==> src/rtl/zed_io_pkg.sv <==
// zed_io_pkg: shared types and constants for the zed_io pin conditioning blocks
// Contents:
//   io_state_t     - output shaper phase states (IDLE/HOLD/PULSE/GAP)
//   DEB_TIME_W     - width of the hold/debounce time field in 100 us units
//   DEF_TIME_TICK  - default clocks per time unit (100 us at 100 MHz)
package zed_io_pkg;
    localparam int DEB_TIME_W    = 5;
    localparam int DEF_TIME_TICK = 10000;
    typedef enum logic [1:0] {IDLE, HOLD, PULSE, GAP} io_state_t;
endpackage

==> src/rtl/io_tick_gen.sv <==
// io_tick_gen: clearable prescaler emitting a one-cycle wrap every TIME_TICK clocks
// Ports:
//   clk  - system clock
//   res  - synchronous reset, active-high
//   clr  - holds the counter at 0 while asserted
//   wrap - high during the last count (TIME_TICK-1) of each time unit
// Parameters: TIME_TICK (>= 2) clocks per unit, TICK_W counter width (2^TICK_W > TIME_TICK)
module io_tick_gen
    import zed_io_pkg::*;
#(
    parameter int TIME_TICK = DEF_TIME_TICK,
    parameter int TICK_W    = 16
) (
    input  logic clk,
    input  logic res,
    input  logic clr,
    output logic wrap
);
    logic [TICK_W-1:0] cnt;

    assign wrap = !clr && (cnt == TICK_W'(TIME_TICK - 1));

    always_ff @(posedge clk) begin
        if (res || clr)
            cnt <= '0;
        else
            cnt <= wrap ? '0 : cnt + 1'b1;
    end
endmodule

==> src/rtl/output_shaper.sv <==
// output_shaper: holds every data_out transition for a programmable minimum time, with optional pulse mode
// Ports:
//   clk        - system clock (100 MHz expected)
//   res        - synchronous reset, active-high
//   ena        - enable; 0 bypasses data_in straight to data_out
//   hold_time  - minimum stable time, (hold_time+1) units of TIME_TICK clocks
//   pulse_mode - 0 level mode, 1 pulse mode (sampled only while idle)
//   data_in    - requested level (level mode) / idle level (pulse mode)
//   trig       - single-cycle pulse request (pulse mode only)
//   data_out   - shaped output
//   busy       - high while a hold, pulse or gap is in progress
// Build option: OUTPUT_SHAPER_TRIG_QUEUE_EN adds a 1-entry pending trigger
module output_shaper
    import zed_io_pkg::*;
#(
    parameter int TIME_TICK = DEF_TIME_TICK,
    parameter int TICK_W    = 16
) (
    input  logic                  clk,
    input  logic                  res,
    input  logic                  ena,
    input  logic [DEB_TIME_W-1:0] hold_time,
    input  logic                  pulse_mode,
    input  logic                  data_in,
    input  logic                  trig,
    output logic                  data_out,
    output logic                  busy
);
    io_state_t             state;
    logic                  out_s;
    logic [DEB_TIME_W-1:0] unit;
    logic [DEB_TIME_W-1:0] hold_lat;
    logic                  wrap;
    logic                  pending;
    logic                  phase_end;
    logic                  misalign;
    logic                  fire;

    io_tick_gen #(
        .TIME_TICK(TIME_TICK),
        .TICK_W   (TICK_W)
    ) u_tick (
        .clk (clk),
        .res (res),
        .clr (state == IDLE || !ena),
        .wrap(wrap)
    );

    // unit is compared before incrementing, so hold_lat=31 never overflows it
    assign phase_end = wrap && (unit == hold_lat);
    assign misalign  = data_in != out_s;
    // re-aligning to data_in takes priority over starting a pulse
    assign fire      = pulse_mode && !misalign && (trig || pending);
    assign data_out  = ena ? out_s : data_in;
    assign busy      = state != IDLE;

    always_ff @(posedge clk) begin
        if (res) begin
            state    <= IDLE;
            unit     <= '0;
            hold_lat <= '0;
            out_s    <= 1'b0;
        end else if (!ena) begin
            // tracking data_in while bypassed makes re-enabling edge-free
            state <= IDLE;
            unit  <= '0;
            out_s <= data_in;
        end else begin
            if (wrap)
                unit <= phase_end ? '0 : unit + 1'b1;
            case (state)
                IDLE: begin
                    if (misalign) begin
                        out_s    <= data_in;
                        hold_lat <= hold_time;
                        state    <= HOLD;
                    end else if (fire) begin
                        out_s    <= ~data_in;
                        hold_lat <= hold_time;
                        state    <= PULSE;
                    end
                end
                HOLD:  if (phase_end) state <= IDLE;
                // the gap reuses the pulse width so spacing is at least one pulse
                PULSE: if (phase_end) begin
                    out_s <= data_in;
                    state <= GAP;
                end
                GAP:   if (phase_end) state <= IDLE;
                default: state <= IDLE;
            endcase
        end
    end

`ifdef OUTPUT_SHAPER_TRIG_QUEUE_EN
    always_ff @(posedge clk) begin
        if (res || !ena)
            pending <= 1'b0;
        else if (state == IDLE)
            pending <= pulse_mode && misalign && pending;
        else if (trig && pulse_mode)
            pending <= 1'b1;
    end
`else
    assign pending = 1'b0;
`endif
endmodule
==> config.mk <==
export PLATFORM = sky130hd
export DESIGN_NAME = output_shaper
export DESIGN_NICKNAME = d
export VERILOG_FILES = /design/src/rtl/zed_io_pkg.sv /design/src/rtl/io_tick_gen.sv /design/src/rtl/output_shaper.sv
export SDC_FILE = /design/constraint.sdc
export NUM_CORES = 1
export LEC_CHECK = 0
export CORE_MARGIN = 2
export CORE_UTILIZATION = 56
export CTS_CLUSTER_DIAMETER = 40
export DETAILED_ROUTE_END_ITERATION = 10
export GPL_ROUTABILITY_DRIVEN = 0
export PLACE_DENSITY = 0.81
export REMOVE_ABC_BUFFERS = 1
export SYNTH_ARGS = -nofsm -noshare
export SYNTH_HDL_FRONTEND = slang
export SYNTH_HIERARCHICAL = 1
export SYNTH_SLANG_ARGS = --single-unit
export TNS_END_PERCENT = 50
==> constraint.sdc <==
create_clock -name clk -period 3.05 [get_ports clk]
set_input_delay 0.305 -clock clk [delete_from_list [all_inputs] [get_ports clk]]
set_output_delay 0.305 -clock clk [all_outputs]
set_load 0.01 [all_outputs]
After elaboration in Yosys (flattened, before gate mapping)
Cells that the tools add are included.

word-level totals
  register bits after elaboration = 29
  output and inout port bits = 2
  logic and storage cells = 53

cells by class
  add/subtract/negate cells = 2
  eq/ne operators = 12
  muxes and demuxes = 14
  bitwise gates (word level) = 2
  reduce and logical (&&, ||, !) cells = 18

operators by type and width
  cell                                                    count
  adder 16 x 1 -> 16 bit (second input constant)          1
  equality test 16 x 14 -> 1 bit (second input constant)  1
  2-to-1 mux 5 bit                                        3
  AND reduction 3 bit                                     3
  2-to-1 mux 2 bit                                        4
  != test 3 bit (second input constant)                   2
  one-hot mux 2 bit (3 select lines)                      1
  OR reduction 2 bit                                      3
  adder 5 x 1 -> 5 bit (second input constant)            1
  equality test 5 bit                                     1
  2-to-1 mux 1 bit                                        5
  equality test 2 bit (second input constant)             2
  logical AND 1 bit                                       4
  != test 4 bit (second input constant)                   1
  nonzero test 2 bit                                      2
  logical NOT 1 bit                                       3
  != test 3 x 1 -> 1 bit (second input constant)          1
  equality test 2 x 1 -> 1 bit (second input constant)    1
  logical NOT 2 bit                                       1
  logical OR 1 bit                                        2
  != test 2 x 1 -> 1 bit (second input constant)          1
  != test 2 bit (second input constant)                   1
  inverter 1 bit                                          2
  one-hot mux 1 bit (2 select lines)                      1
  != test 1 bit                                           1

Logic depth before layout (Yosys ltp)
  word-level depth = 8
  gate-level depth with buffers = 10

By module
The synthesis kept the hierarchy.

modules (own cells, without submodules)
  module         instances  cells each  area an instance (um^2)  seq. area each (um^2)
  io_tick_gen    1          86          747.0                    320.3
  output_shaper  1          75          725.7                    260.2

Worst setup path after synthesis
OpenSTA, ideal clock, no wires.

  kind = reg-to-reg
  start point = reg state[0]
  end point = reg out_s
  library setup time = 0.127 ns
  arrival time = 2.162 ns
  path slack = 0.761 ns
  stages on the path, launching flop included = 10
  clock period less this slack = 2.289 ns
  path through = dfxtp_1 nor2_2 inv_2 nand2_1 nor4b_1 nand2_1 nor3_1 and4_4 a211oi_1 or3_1

on the way
  word-level cells in the longest chain between the ends = 7
  elaborated cells on any way between the ends = 12
  classes of those cells = eq/ne (4); mux (2); reduce/logical (6)

ends and longest elaborated chain
  what                                  line                 RTL
  from (decl)                           output_shaper.sv:29  io_state_t state;
  from (signal assigned)                output_shaper.sv:59  state <= IDLE;
  from (signal assigned)                output_shaper.sv:65  state <= IDLE;
  from (signal assigned)                output_shaper.sv:76  state <= HOLD;
  logical NOT 2 bit                     output_shaper.sv:45  .clr (state == IDLE || !ena),
  logical OR 1 bit                      output_shaper.sv:45
  logical NOT 1 bit                     io_tick_gen.sv:21    assign wrap = !clr && (cnt == TICK_W'(TIME_TICK - 1));
  logical AND 1 bit                     io_tick_gen.sv:21
  named net wrap                        output_shaper.sv:33  logic wrap;
  logical AND 1 bit                     output_shaper.sv:50  assign phase_end = wrap && (unit == hold_lat);
  != test 3 bit (no source line)        -
  AND reduction 3 bit (no source line)  -
  to (signal assigned)                  output_shaper.sv:67  out_s <= data_in;
  to (signal assigned)                  output_shaper.sv:74  out_s <= data_in;
  to (signal assigned)                  output_shaper.sv:78  out_s <= ~data_in;
  to (decl)                             output_shaper.sv:30  logic out_s;

The timed path passes the listed nets, and every way through them passes these cells.
A chain may end at the register's enable or synchronous reset.

Worst setup path after layout
  start point = reg state[0]
  end point = reg unit[1]

on the way
  word-level cells in the longest chain between the ends = 6

ends and longest elaborated chain
  what                  line                 RTL
  logical NOT 2 bit *   output_shaper.sv:45
  logical OR 1 bit *    output_shaper.sv:45
  logical NOT 1 bit *   io_tick_gen.sv:21
  logical AND 1 bit *   io_tick_gen.sv:21
  named net wrap        output_shaper.sv:33
  logical AND 1 bit     output_shaper.sv:50
  2-to-1 mux 5 bit      output_shaper.sv:70  unit <= phase_end ? '0 : unit + 1'b1;
  to (signal assigned)  output_shaper.sv:70
  to (decl)             output_shaper.sv:31  logic [DEB_TIME_W-1:0] unit;

The timed path passes the listed nets; every way through them passes the cells marked *.

==> impl_metrics.toml <==
[status]
status = "finished clean"

[critical_path]
rr_startpoint = "state[0]"
slowest_delay_ns = 0.48
cp.arrival_ns = 2.44
critPathSlowestCell = "dfxtp_1"
path_common_cell = "nand2_1"
end_kind = "flop"
ff2ff_path_depth = 10
crit_type = "flop to flop"
critPathLaunchType = "flop"
critical_path.top_delay_family = "simple AND/OR/NAND/NOR gates"
cp_max_fo = 8
cp.buffers_inverters = 2
cp_cell_sequence = "nor2_2 > inv_2 > nand2_1 > nor4b_1 > nand2_1 > nor3_1 > buf_4 > and4_4 > and2_1 > o21ai_1"
worstReg2RegEnd = "unit[1]"
worst_ep_required_time_ns = 3.24
r2r_setup_slack_ns = 0.80

[logic_synthesis]
yosysWarnings = 6
synth_edf_count = 0
synth.distinct_cells = 37
syn-mean-instance-area_um2 = 9.147
synth_area_mm2 = 0.001473
syn-instance-count = 161
yosysSeqAreaShare = 0.3942
yosys.area.top_type = "dfxtp_1"
synth_area_leaders = "dfxtp_1 (39%), xnor2_1 (9.5%), nor2_1 (7.1%), xor2_1 (4.8%), mux2i_1 (3.4%)"
synthFlopType = "dfxtp_1"
synth.top_cell.area_share = 0.3942
ys_ff_latch = 29
async_flop_share = 0

[sta]
timing.fmax_mhz = 445.1
fin_crit_ns = 2.247
drv_slew = 0
fin_crit_sh = 0.7366
finalSetupTns_ns = 0
slew-limit-headroom = 0.5721
tightest_slew_ns = 0.6418
hold_viol_final = 0
finClkSkew_ns = 0.01088
grt_setup_unrepaired = "false"
setup_viol = 0

[floorplanning]
dieArea_mm2 = 0.003056
row_count = 18
die_w_um = 55.28
pin_count = 13
die_h_um = 55.28
start_util = 0.5944
core_mm2 = 0.002477

[power]
leakagePower_nw = 0.5612
ir_drop_uv = 482.9
power.density_mw_per_mm2 = 471.4

[hold_path]
holdCritPathClass = "flop to flop"
min_from = "u_tick/cnt[0]"
min_path_cells = 1
whs_endpoint = "u_tick/cnt[0]"

[layout]
final_common_cell = "dfxtp_1"
fin_util = 0.6798
drive_above_1_share = 0.1067
most-common-layout-cells = "dfxtp_1 (29), nor2_1 (28), xnor2_1 (16)"
fillers = 224
fin_area_mm2 = 0.001684
multiInputGateArea_um2 = 834.6
antenna_cells = 0
fin_nets = 190
final_cells = 208
syn_to_final_growth_pct = 14.36
seqCellArea_um2 = 580.6

[drt]
drtAntennaViolNets = 0
drt-initial-drc-count = 41
viasPerCell = 5.563
route.detailed.wl_per_inst_um = 13.08
totalWireLength_mm = 2.721
num_vias = 1157
drc = 0
firstDrtPassIters = 4

[cts]
clockBufferDepth = 2
cts_buffers = 5
cts_sinks = 29
cts.repair.resized = 0
clockRootBuffer = "clkbuf_4"
cts_hold_buf = 0
clkTransAtPathRegs_ns = 0.09
postCtsSetupBuffers = 0
ctsHtreeMaxLevel = 2
cts_tree = "done"
worstSkewPairLatency_ns = 0.32

[place]
place_inst = 200
dp_hpwl_mm = 2.046
placed_cell_area_mm2 = 0.001599
port_buffers = 12

[global_route]
grt_pass1_vias = 1103
grt-ovfl-total = 0
antenna_found_initial = 0
grt_usage = 0.1992
grt_max_degree = 17
grt_pass1_wl_mm = 4.781

[run]
cap_violations = 0
power by group:
group	total [mW]	internal, mW	leakage [nW]	switching (mW)
Sequential	0.396	0.386	0.235	0.00954
Combinational	0.0721	0.0382	0.281	0.0339
Clock	0.326	0.196	0.0455	0.130
Total	0.794	0.620	0.561	0.174
registers in the layout (all words and copies together), names as in the netlist:
| name | cells |
|---|---|
| unit | 5 |
| state | 2 |
| u_tick/cnt | 16 |
| hold_lat | 5 |
| out_s | 1 |
area by class of cell:
class / instances / area share
clock buffer: 7 / 0.03269
clock inverter: 1 / 0.01783
sequential: 29 / 0.3447
tap: 30 / 0.02229
inverter: 5 / 0.01114
multi-input combinational: 123 / 0.4955
timing repair buffer: 13 / 0.07578
routing by layer:
metal,vias to the layer above,routed length [um],GRT usage
met5,-,0,0
met4,0,0,0.05226
met3,0,89,0.08431
met2,21,1280,0.3112
met1,543,1350,0.2533
li1,593,-,-
synth_stat cells (all sizes together) (3+ instances only):
cell / number
a21oi: 3
buf: 4
dfxtp: 29
inv: 5
mux2i: 5
nand2: 8
nand3: 6
nand3b: 3
nand4: 8
nor2: 29
nor3: 11
nor4: 4
o21ai: 3
xnor2: 16
xor2: 8
metrics by stage:
stage | total power [mW] | worst slack [ns] | hold WS (ns)
3_5_place_dp | 0.4767 | 0.4914 | 0.4850
6_report | 0.7940 | 0.8034 | 0.5064
2_1_floorplan | 0.4465 | 0.7611 | 0.3774
4_1_cts | 0.8009 | 0.8211 | 0.5070
5_1_grt | 0.8293 | 0.5568 | 0.5312
3_3_place_gp | 0.4753 | 0.5597 | 0.4824
cells by family after synthesis:
kind of cell / count (synthesis) / synth area share
multiplexers: 6 / 0.04163
XOR/XNOR: 24 / 0.1427
AND/OR/NAND/NOR: 79 / 0.2914
adder cells (fa/ha/maj): 2 / 0.01699
flip-flops: 29 / 0.3942
AO/OA/AOI/OAI: 12 / 0.07391
buffers and inverters: 9 / 0.03907
how the worst max path moves through the flow:
stage / startpoint / end / slack, ns / cells past startpoint
2_1_floorplan: state[0] / out_s / 0.76 / 9
3_3_place_gp: ena / state[0] / 0.56 / 9
3_5_place_dp: ena / unit[0] / 0.49 / 9
4_1_cts: ena / unit[1] / 0.82 / 9
5_1_grt: state[0] / unit[1] / 0.56 / 10
6_report: state[0] / unit[1] / 0.80 / 10
No activity file was read; power rests on OpenSTA's default activity.
